==> src/rtl/alu_exec_unit.sv <==
// -----------------------------------------------------------------------------
// alu_exec_unit
//
// Sequential execute-stage ALU. Logic, arithmetic and compare operations finish
// in a single cycle; shifts move one bit position per cycle so no barrel
// shifter sits on the critical path. Operands are accepted through a
// valid/ready handshake and results leave through another, so either side of
// the pipeline may stall.
//
// Ports:
//   clk        in   1     system clock, all state on the rising edge
//   rst        in   1     asynchronous, active-high reset
//   in_valid   in   1     operands and op are valid
//   in_ready   out  1     unit can accept a new operation (state == IDLE)
//   alu_op     in   4     ALU control code
//   op_a       in   XLEN  operand A (rs1)
//   op_b       in   XLEN  operand B (rs2/imm); shift amount is op_b[SHW-1:0]
//   out_valid  out  1     result is valid (state == DONE)
//   out_ready  in   1     consumer accepts result
//   result     out  XLEN  result register (partial shift value while shifting)
//   zero       out  1     result == 0, decoded from the result register
// -----------------------------------------------------------------------------
module alu_exec_unit #(
   parameter int XLEN = 32,
   parameter int SHW  = 5
) (
   input  logic            clk,
   input  logic            rst,
   input  logic            in_valid,
   output logic            in_ready,
   input  logic [3:0]      alu_op,
   input  logic [XLEN-1:0] op_a,
   input  logic [XLEN-1:0] op_b,
   output logic            out_valid,
   input  logic            out_ready,
   output logic [XLEN-1:0] result,
   output logic            zero
);

   localparam logic [3:0] OP_AND  = 4'b0000;
   localparam logic [3:0] OP_OR   = 4'b0001;
   localparam logic [3:0] OP_ADD  = 4'b0010;
   localparam logic [3:0] OP_SUB  = 4'b0110;
   localparam logic [3:0] OP_XOR  = 4'b0100;
   localparam logic [3:0] OP_SLL  = 4'b0101;
   localparam logic [3:0] OP_SRL  = 4'b0111;
   localparam logic [3:0] OP_SRA  = 4'b1000;
   localparam logic [3:0] OP_SLT  = 4'b1001;
   localparam logic [3:0] OP_SLTU = 4'b1010;

   localparam logic [XLEN-1:0] XLEN_ZERO = {XLEN{1'b0}};
   localparam logic [XLEN-1:0] XLEN_ONE  = {{(XLEN-1){1'b0}}, 1'b1};
   localparam logic [SHW-1:0]  CNT_ZERO  = {SHW{1'b0}};
   localparam logic [SHW-1:0]  CNT_ONE   = {{(SHW-1){1'b0}}, 1'b1};

   typedef enum logic [1:0] {
      ST_IDLE  = 2'd0,
      ST_SHIFT = 2'd1,
      ST_DONE  = 2'd2
   } state_t;

   typedef enum logic [1:0] {
      SH_LEFT  = 2'd0,
      SH_RLOG  = 2'd1,
      SH_RARI  = 2'd2
   } shift_t;

   state_t          state_q, state_d;
   shift_t          shtype_q, shtype_d;
   logic [XLEN-1:0] result_q, result_d;
   logic [SHW-1:0]  cnt_q, cnt_d;

   // Single-cycle datapath; unlisted codes fall back to ADD.
   function automatic logic [XLEN-1:0] alu_compute(
      input logic [3:0]      op,
      input logic [XLEN-1:0] a,
      input logic [XLEN-1:0] b
   );
      logic [XLEN-1:0] r;
      case (op)
         OP_AND:  r = a & b;
         OP_OR:   r = a | b;
         OP_XOR:  r = a ^ b;
         OP_SUB:  r = a - b;
         OP_SLT:  r = ($signed(a) < $signed(b)) ? XLEN_ONE : XLEN_ZERO;
         OP_SLTU: r = (a < b) ? XLEN_ONE : XLEN_ZERO;
         default: r = a + b;
      endcase
      return r;
   endfunction

   function automatic logic is_shift(input logic [3:0] op);
      logic s;
      case (op)
         OP_SLL, OP_SRL, OP_SRA: s = 1'b1;
         default:                s = 1'b0;
      endcase
      return s;
   endfunction

   function automatic shift_t shift_kind(input logic [3:0] op);
      shift_t k;
      case (op)
         OP_SRL:  k = SH_RLOG;
         OP_SRA:  k = SH_RARI;
         default: k = SH_LEFT;
      endcase
      return k;
   endfunction

   // One-bit shift step of the working register in the latched direction.
   function automatic logic [XLEN-1:0] shift_step(
      input shift_t          k,
      input logic [XLEN-1:0] v
   );
      logic [XLEN-1:0] r;
      case (k)
         SH_RLOG: r = {1'b0, v[XLEN-1:1]};
         SH_RARI: r = {v[XLEN-1], v[XLEN-1:1]};
         default: r = {v[XLEN-2:0], 1'b0};
      endcase
      return r;
   endfunction

   // Next-state and datapath update for the IDLE/SHIFT/DONE controller.
   always_comb begin
      state_d  = state_q;
      shtype_d = shtype_q;
      result_d = result_q;
      cnt_d    = cnt_q;
      case (state_q)
         ST_IDLE: begin
            if (in_valid) begin
               if (is_shift(alu_op)) begin
                  // The working register starts as op_a; a zero shift is
                  // already finished.
                  result_d = op_a;
                  if (op_b[SHW-1:0] == CNT_ZERO) begin
                     state_d = ST_DONE;
                  end else begin
                     cnt_d    = op_b[SHW-1:0];
                     shtype_d = shift_kind(alu_op);
                     state_d  = ST_SHIFT;
                  end
               end else begin
                  result_d = alu_compute(alu_op, op_a, op_b);
                  state_d  = ST_DONE;
               end
            end else begin
               state_d = ST_IDLE;
            end
         end
         ST_SHIFT: begin
            result_d = shift_step(shtype_q, result_q);
            cnt_d    = cnt_q - CNT_ONE;
            if (cnt_q == CNT_ONE) begin
               state_d = ST_DONE;
            end else begin
               state_d = ST_SHIFT;
            end
         end
         ST_DONE: begin
            if (out_ready) begin
               state_d = ST_IDLE;
            end else begin
               state_d = ST_DONE;
            end
         end
         default: begin
            state_d = ST_IDLE;
         end
      endcase
   end

   // State and datapath registers with asynchronous reset.
   always_ff @(posedge clk or posedge rst) begin
      if (rst) begin
         state_q  <= ST_IDLE;
         shtype_q <= SH_LEFT;
         result_q <= XLEN_ZERO;
         cnt_q    <= CNT_ZERO;
      end else begin
         state_q  <= state_d;
         shtype_q <= shtype_d;
         result_q <= result_d;
         cnt_q    <= cnt_d;
      end
   end

   // Handshake outputs are pure decodes of the state register.
   assign in_ready  = (state_q == ST_IDLE);
   assign out_valid = (state_q == ST_DONE);
   assign result    = result_q;
   assign zero      = (result_q == XLEN_ZERO);

endmodule

==> config.mk <==
export PLATFORM = sky130hd
export DESIGN_NAME = alu_exec_unit
export DESIGN_NICKNAME = d
export VERILOG_FILES = /design/src/rtl/alu_exec_unit.sv
export SDC_FILE = /design/constraint.sdc
export NUM_CORES = 1
export LEC_CHECK = 0
export BUFFER_PORTS_ARGS = -buffer_cell sky130_fd_sc_hd__buf_2
export CAP_MARGIN = 20
export CELL_PAD_IN_SITES_DETAIL_PLACEMENT = 1
export CELL_PAD_IN_SITES_GLOBAL_PLACEMENT = 2
export CORE_MARGIN = 5
export CORE_UTILIZATION = 30
export DETAILED_ROUTE_END_ITERATION = 10
export PLACE_DENSITY_LB_ADDON = 0.1
export REMOVE_ABC_BUFFERS = 1
export SLEW_MARGIN = 20
export SYNTH_ARGS = -nofsm -noshare
export SYNTH_HDL_FRONTEND = slang
export SYNTH_SLANG_ARGS = --single-unit
==> constraint.sdc <==
create_clock -name clk -period 1.99 [get_ports clk]
set_input_delay 0.0995 -clock clk [delete_from_list [all_inputs] [get_ports clk]]
set_output_delay 0.0995 -clock clk [all_outputs]
set_load 0.01 [all_outputs]
Word-level counts from Yosys, hierarchy flattened. Cells that the tools add are included.

Register bits after elaboration: 41. Output and inout port bits: 35.

Add/subtract/negate cells: 3. Muxes and demuxes: 21. Eq/ne operators: 17. Bitwise logic cells: 4. $lt $le $gt $ge: 2. Reductions and logical operators: 10.

Operator list (count): one-hot mux 32 bit (6 select lines) (1); one-hot mux 32 bit (2 select lines) (2); < comparator 32 bit (2); two-way mux 32 bit (2); adder 32 bit (1); bitwise AND 32 bit (1); zero test 32 bit (1); bitwise OR 32 bit (1); subtractor 32 bit (1); XOR 32 bit (1); == test 4 x 3 -> 1 bit (second input constant) (4); two-way mux 5 bit (3); == test 4 bit (second input constant) (3); two-way mux 2 bit (5); one-hot mux 5 bit (2 select lines) (1); AND reduction 4 bit (2); != test 2 bit (second input constant) (3); one-hot mux 2 bit (3 select lines) (1); == test 5 x 1 -> 1 bit (second input constant) (1); zero test 5 bit (1); two-way mux 1 bit (5); subtractor 5 x 1 -> 5 bit (second input constant) (1); == test 2 x 1 -> 1 bit (second input constant) (2); == test 2 bit (second input constant) (2); 10 further kinds (10).

Logic depth before layout (Yosys ltp).
Depth in word-level cells: 8. Gate-level depth with buffers: 14.

Worst setup path before layout. No wires, ideal clock.

Path kind: input to register. From: input op_b[1]. To: register result_q[25] (netlist: result[25]). Data arrival time: 2743 ps. Setup slack: -819 ps. Cell stages on the path: 12. Library setup time: 66 ps. Cell sequence: inv_1 > ha_1 > nor3_1 > o311ai_2 > a311oi_2 > a211oi_2 > nor4_2 > o41ai_4 > o31ai_2 > mux2_4 > o221ai_2 > o311a_1.

Cells in the longest elaborated chain, start to end: 5. Elaborated cells on any way between the ends: 6.

Ends and longest elaborated chain: start, declared (RTL line 33) `input logic [XLEN-1:0] op_b,`; adder 32 bit / subtractor 32 bit (equally long branches) (RTL line 87, 84); one-hot mux 32 bit (6 select lines) * (RTL line 80) `case (op)`; two-way mux 32 bit * (RTL line 134) `if (is_shift(alu_op)) begin`; two-way mux 32 bit * (RTL line 133) `if (in_valid) begin`; one-hot mux 32 bit (2 select lines) * (RTL line 131) `case (state_q)`; end signal, assigned (RTL line 185) `result_q <= result_d;`; end, declared (RTL line 70) `logic [XLEN-1:0] result_q, result_d;`.

Every way passes the cells marked *; elsewhere a longest branch is shown, timed or not. The select of a mux whose other input is x is not followed. A chain may end at the register's enable or synchronous reset.

Worst setup path after layout.
From: input op_a[17]. To: register result_q[25] (netlist: result[25]).

Cells in the longest elaborated chain, start to end: 5. Elaborated cells on any way between the ends: 6.

Ends and longest elaborated chain: start, declared (RTL line 32) `input logic [XLEN-1:0] op_a,`; adder 32 bit / subtractor 32 bit (equally long branches) (RTL line 87, 84); one-hot mux 32 bit (6 select lines) * (RTL line 80); two-way mux 32 bit * (RTL line 134); two-way mux 32 bit * (RTL line 133); one-hot mux 32 bit (2 select lines) * (RTL line 131).

Marked as above.

==> qor.csv <==
metric,value,unit
diodes,0,
multi_input_area,6990,um2
grt_pass1_vias,10800,
setup_ws,-0.815,ns
crit_fanout,4,
nets,1679,
synth_area_leader_cell,ha_1,
p_per_area,745,nW/um2
ant_nets,0,
finalNonFillerCells,1830,
rsz0062_at_grt,true,
coreArea,24500,um2
final_util,0.524,
synthCells,1069,
synthTopCellsByArea,"ha_1 (17%), dfrtp_1 (14%), a21oi_1 (6.9%)",
grt_max_degree,36,
final.min_clock_period,2.81,ns
cts_root_buffer,clkbuf_16,
end_kind,flop,
chipHeight,168,um
maxCapViolCount,0,
cp-start-kind,input pin,
cts_tree,yes,
synth_edf_count,0,
crit_chain,buf_8 > inv_4 > ha_4 > nor2b_4 > a2111o_1 > or3_4 > a211oi_4 > buf_4 > nor4_4 > o41ai_4 > o31ai_2 > mux2_4 > o221ai_2 > o311a_1,
via_count,10400,
drc,0,
worstSetupPathType,in -> reg,
dp.cells,1782,
die_w,168,um
ys.flop_type,dfrtp_1,
cts.sinks,41,
synth_top_area_frac,0.167,
min_period_over_period,1.41,
status,"finished, violations left",
hp-start,op_a[15],
reg2regPathDepth,8,
hp-class,in -> reg,
max_slew_margin,0.558,
synth-seq-area-share,0.137,
numCtsBuffers,5,
wl_per_cell,22.9,um
reg2reg_from,shtype_q[0]$_DFFE_PP0P_,
yosysWarnings,0,
num_rows,57,
globalRouteOverflowTotal,0,
whs_path_depth,3,
finClkSkew,0.00908,ns
dr.pass1.iters,5,
grt_pass1_wl,62300,um
antenna_found_initial,0,
crit_buf_inv,3,
yosys-top-cells-count,"inv_1 (108), a21oi_1 (103), ha_1 (100)",
die-area,28200,um2
place_ws,-1.36,ns
slew_violations,0,
cp.arrival,3.05,ns
syn_area_per_cell,7.00,um2
slowest_stage,a2111o_1,
portBuffers,106,
cp.required,2.24,ns
hold_viol_final,0,
crit_cells,14,
synthDistinctLibCells,89,
total_power,9.54,mW
cp_top_family,compound AO/OA/AOI/OAI gates,
violations,negative setup slack,
htree_num_levels,2,
synth-async-reset-ratio,1.00,
dp_hpwl,32100,um
io-pin-count,107,
dr.first_iter.drc_count,726,
p_leak,5.91,nW
synth.most_common_cell,inv_1,
clkTransAtPathRegs,0.07,ns
slowest_delay,0.47,ns
max_freq,356,MHz
start_util,0.306,
track_usage,0.277,
timing.hold.ws,0.147,ns
setup_viol,28,
vias_per_cell,5.69,
fill_cells,2989,
drive_above_1_share,0.467,
peakVddDrop,0.609,mV
gp_congestion,0.967,
clkLatencyLatePin,0.31,ns
cp-startpoint,op_a[17],
tightest_slew,0.647,ns
syn_to_final_growth,71.2,%
synth_area,7490,um2
wl,42000,um
clockBufferDepth,2,
regArea,1030,um2
synth_seq_cells,41,
[worst min-delay path, delay by kind of cell]
kind | cells | cell delay [ns]
AOI/OAI and AO/OA | 2 | 0.20
buffers and inverters | 1 | 0.11
[layer usage]
| metal | global-route usage | vias up | wire length [um] |
|---|---|---|---|
| met5 | 0 | - | 0 |
| met4 | 0.0755 | 0 | 1310 |
| met3 | 0.0366 | 94 | 2290 |
| met2 | 0.470 | 372 | 20100 |
| met1 | 0.369 | 5147 | 18300 |
| li1 | - | 4808 | - |
[final cells by class]
| cell class | count | area share |
|---|---|---|
| Multi-Input combinational cell | 852 | 0.545 |
| Clock buffer | 5 | 0.00976 |
| Clock inverter | 3 | 0.00537 |
| Sequential cell | 41 | 0.0801 |
| Tap cell | 324 | 0.0316 |
| Inverter | 108 | 0.0332 |
| Timing Repair Buffer | 497 | 0.295 |
[report_power, final]
| group | internal, mW | switching, mW |
|---|---|---|
| Combinational | 2.85 | 3.55 |
| Clock | 0.727 | 0.447 |
| Sequential | 1.24 | 0.728 |
| Total | 4.82 | 4.73 |
[registers in the layout (all words and copies together) (netlist names)]
| name | cells |
|---|---|
| shtype_q | 2 |
| result | 32 |
| state_q | 2 |
| cnt_q | 5 |
[final timing paths]
path	end	slack (ns)
min in group asynchronous	result[30]$_DFFE_PP0P_	0.43
setup reg to reg	result[30]$_DFFE_PP0P_	-0.37
hold reg to reg	cnt_q[3]$_DFFE_PP0P_	0.56
max in group asynchronous	result[9]$_DFFE_PP0P_	1.00
setup / recovery	result[25]$_DFFE_PP0P_	-0.82
hold / removal	result[15]$_DFFE_PP0P_	0.15
[layout by cell type (no fill, tap or decap), types with 11 or more instances in the layout]
master    instances
buf_4           361
nor2_1           92
buf_2            91
inv_1            84
a21oi_1          82
ha_1             76
nand2_1          74
o21ai_0          72
dfrtp_1          41
buf_6            29
nor3_1           20
a21oi_2          19
ha_4             19
a22oi_1          18
o21ai_1          17
inv_2            16
nand3_1          16
a31oi_1          15
nor4_1           15
o21ai_2          13
nand2b_1         11
o211ai_1         11
[per-stage QoR]
step,setup TNS [ns],area [um2]
after floorplan,-40.29,7210
after global placement,-30.74,10900
after detailed placement,-31.76,10900
after CTS,-13.41,12100
after global routing,-16.86,12800
final,-14.50,12800
[what timing repair did]
item / 4_1_cts / 5_1_grt
hold buffers: 1 / 0
pin swaps: 91 / 90
gates resized for setup: 197 / 118
hold endpoints to repair: 20 / 0
endpoints found under the setup margin: 30 / 35
setup buffers: 25 / 24
[cell families after synthesis]
| family | share of synthesized area |
|---|---|
| XOR/XNOR | 0.00936 |
| flip-flops | 0.137 |
| AND/OR/NAND/NOR | 0.203 |
| buffers and inverters | 0.0907 |
| multiplexers | 0.0155 |
| AO/OA/AOI/OAI | 0.372 |
| adder cells (fa/ha/maj) | 0.172 |
Note: power is estimated with default switching activity, not from simulation.
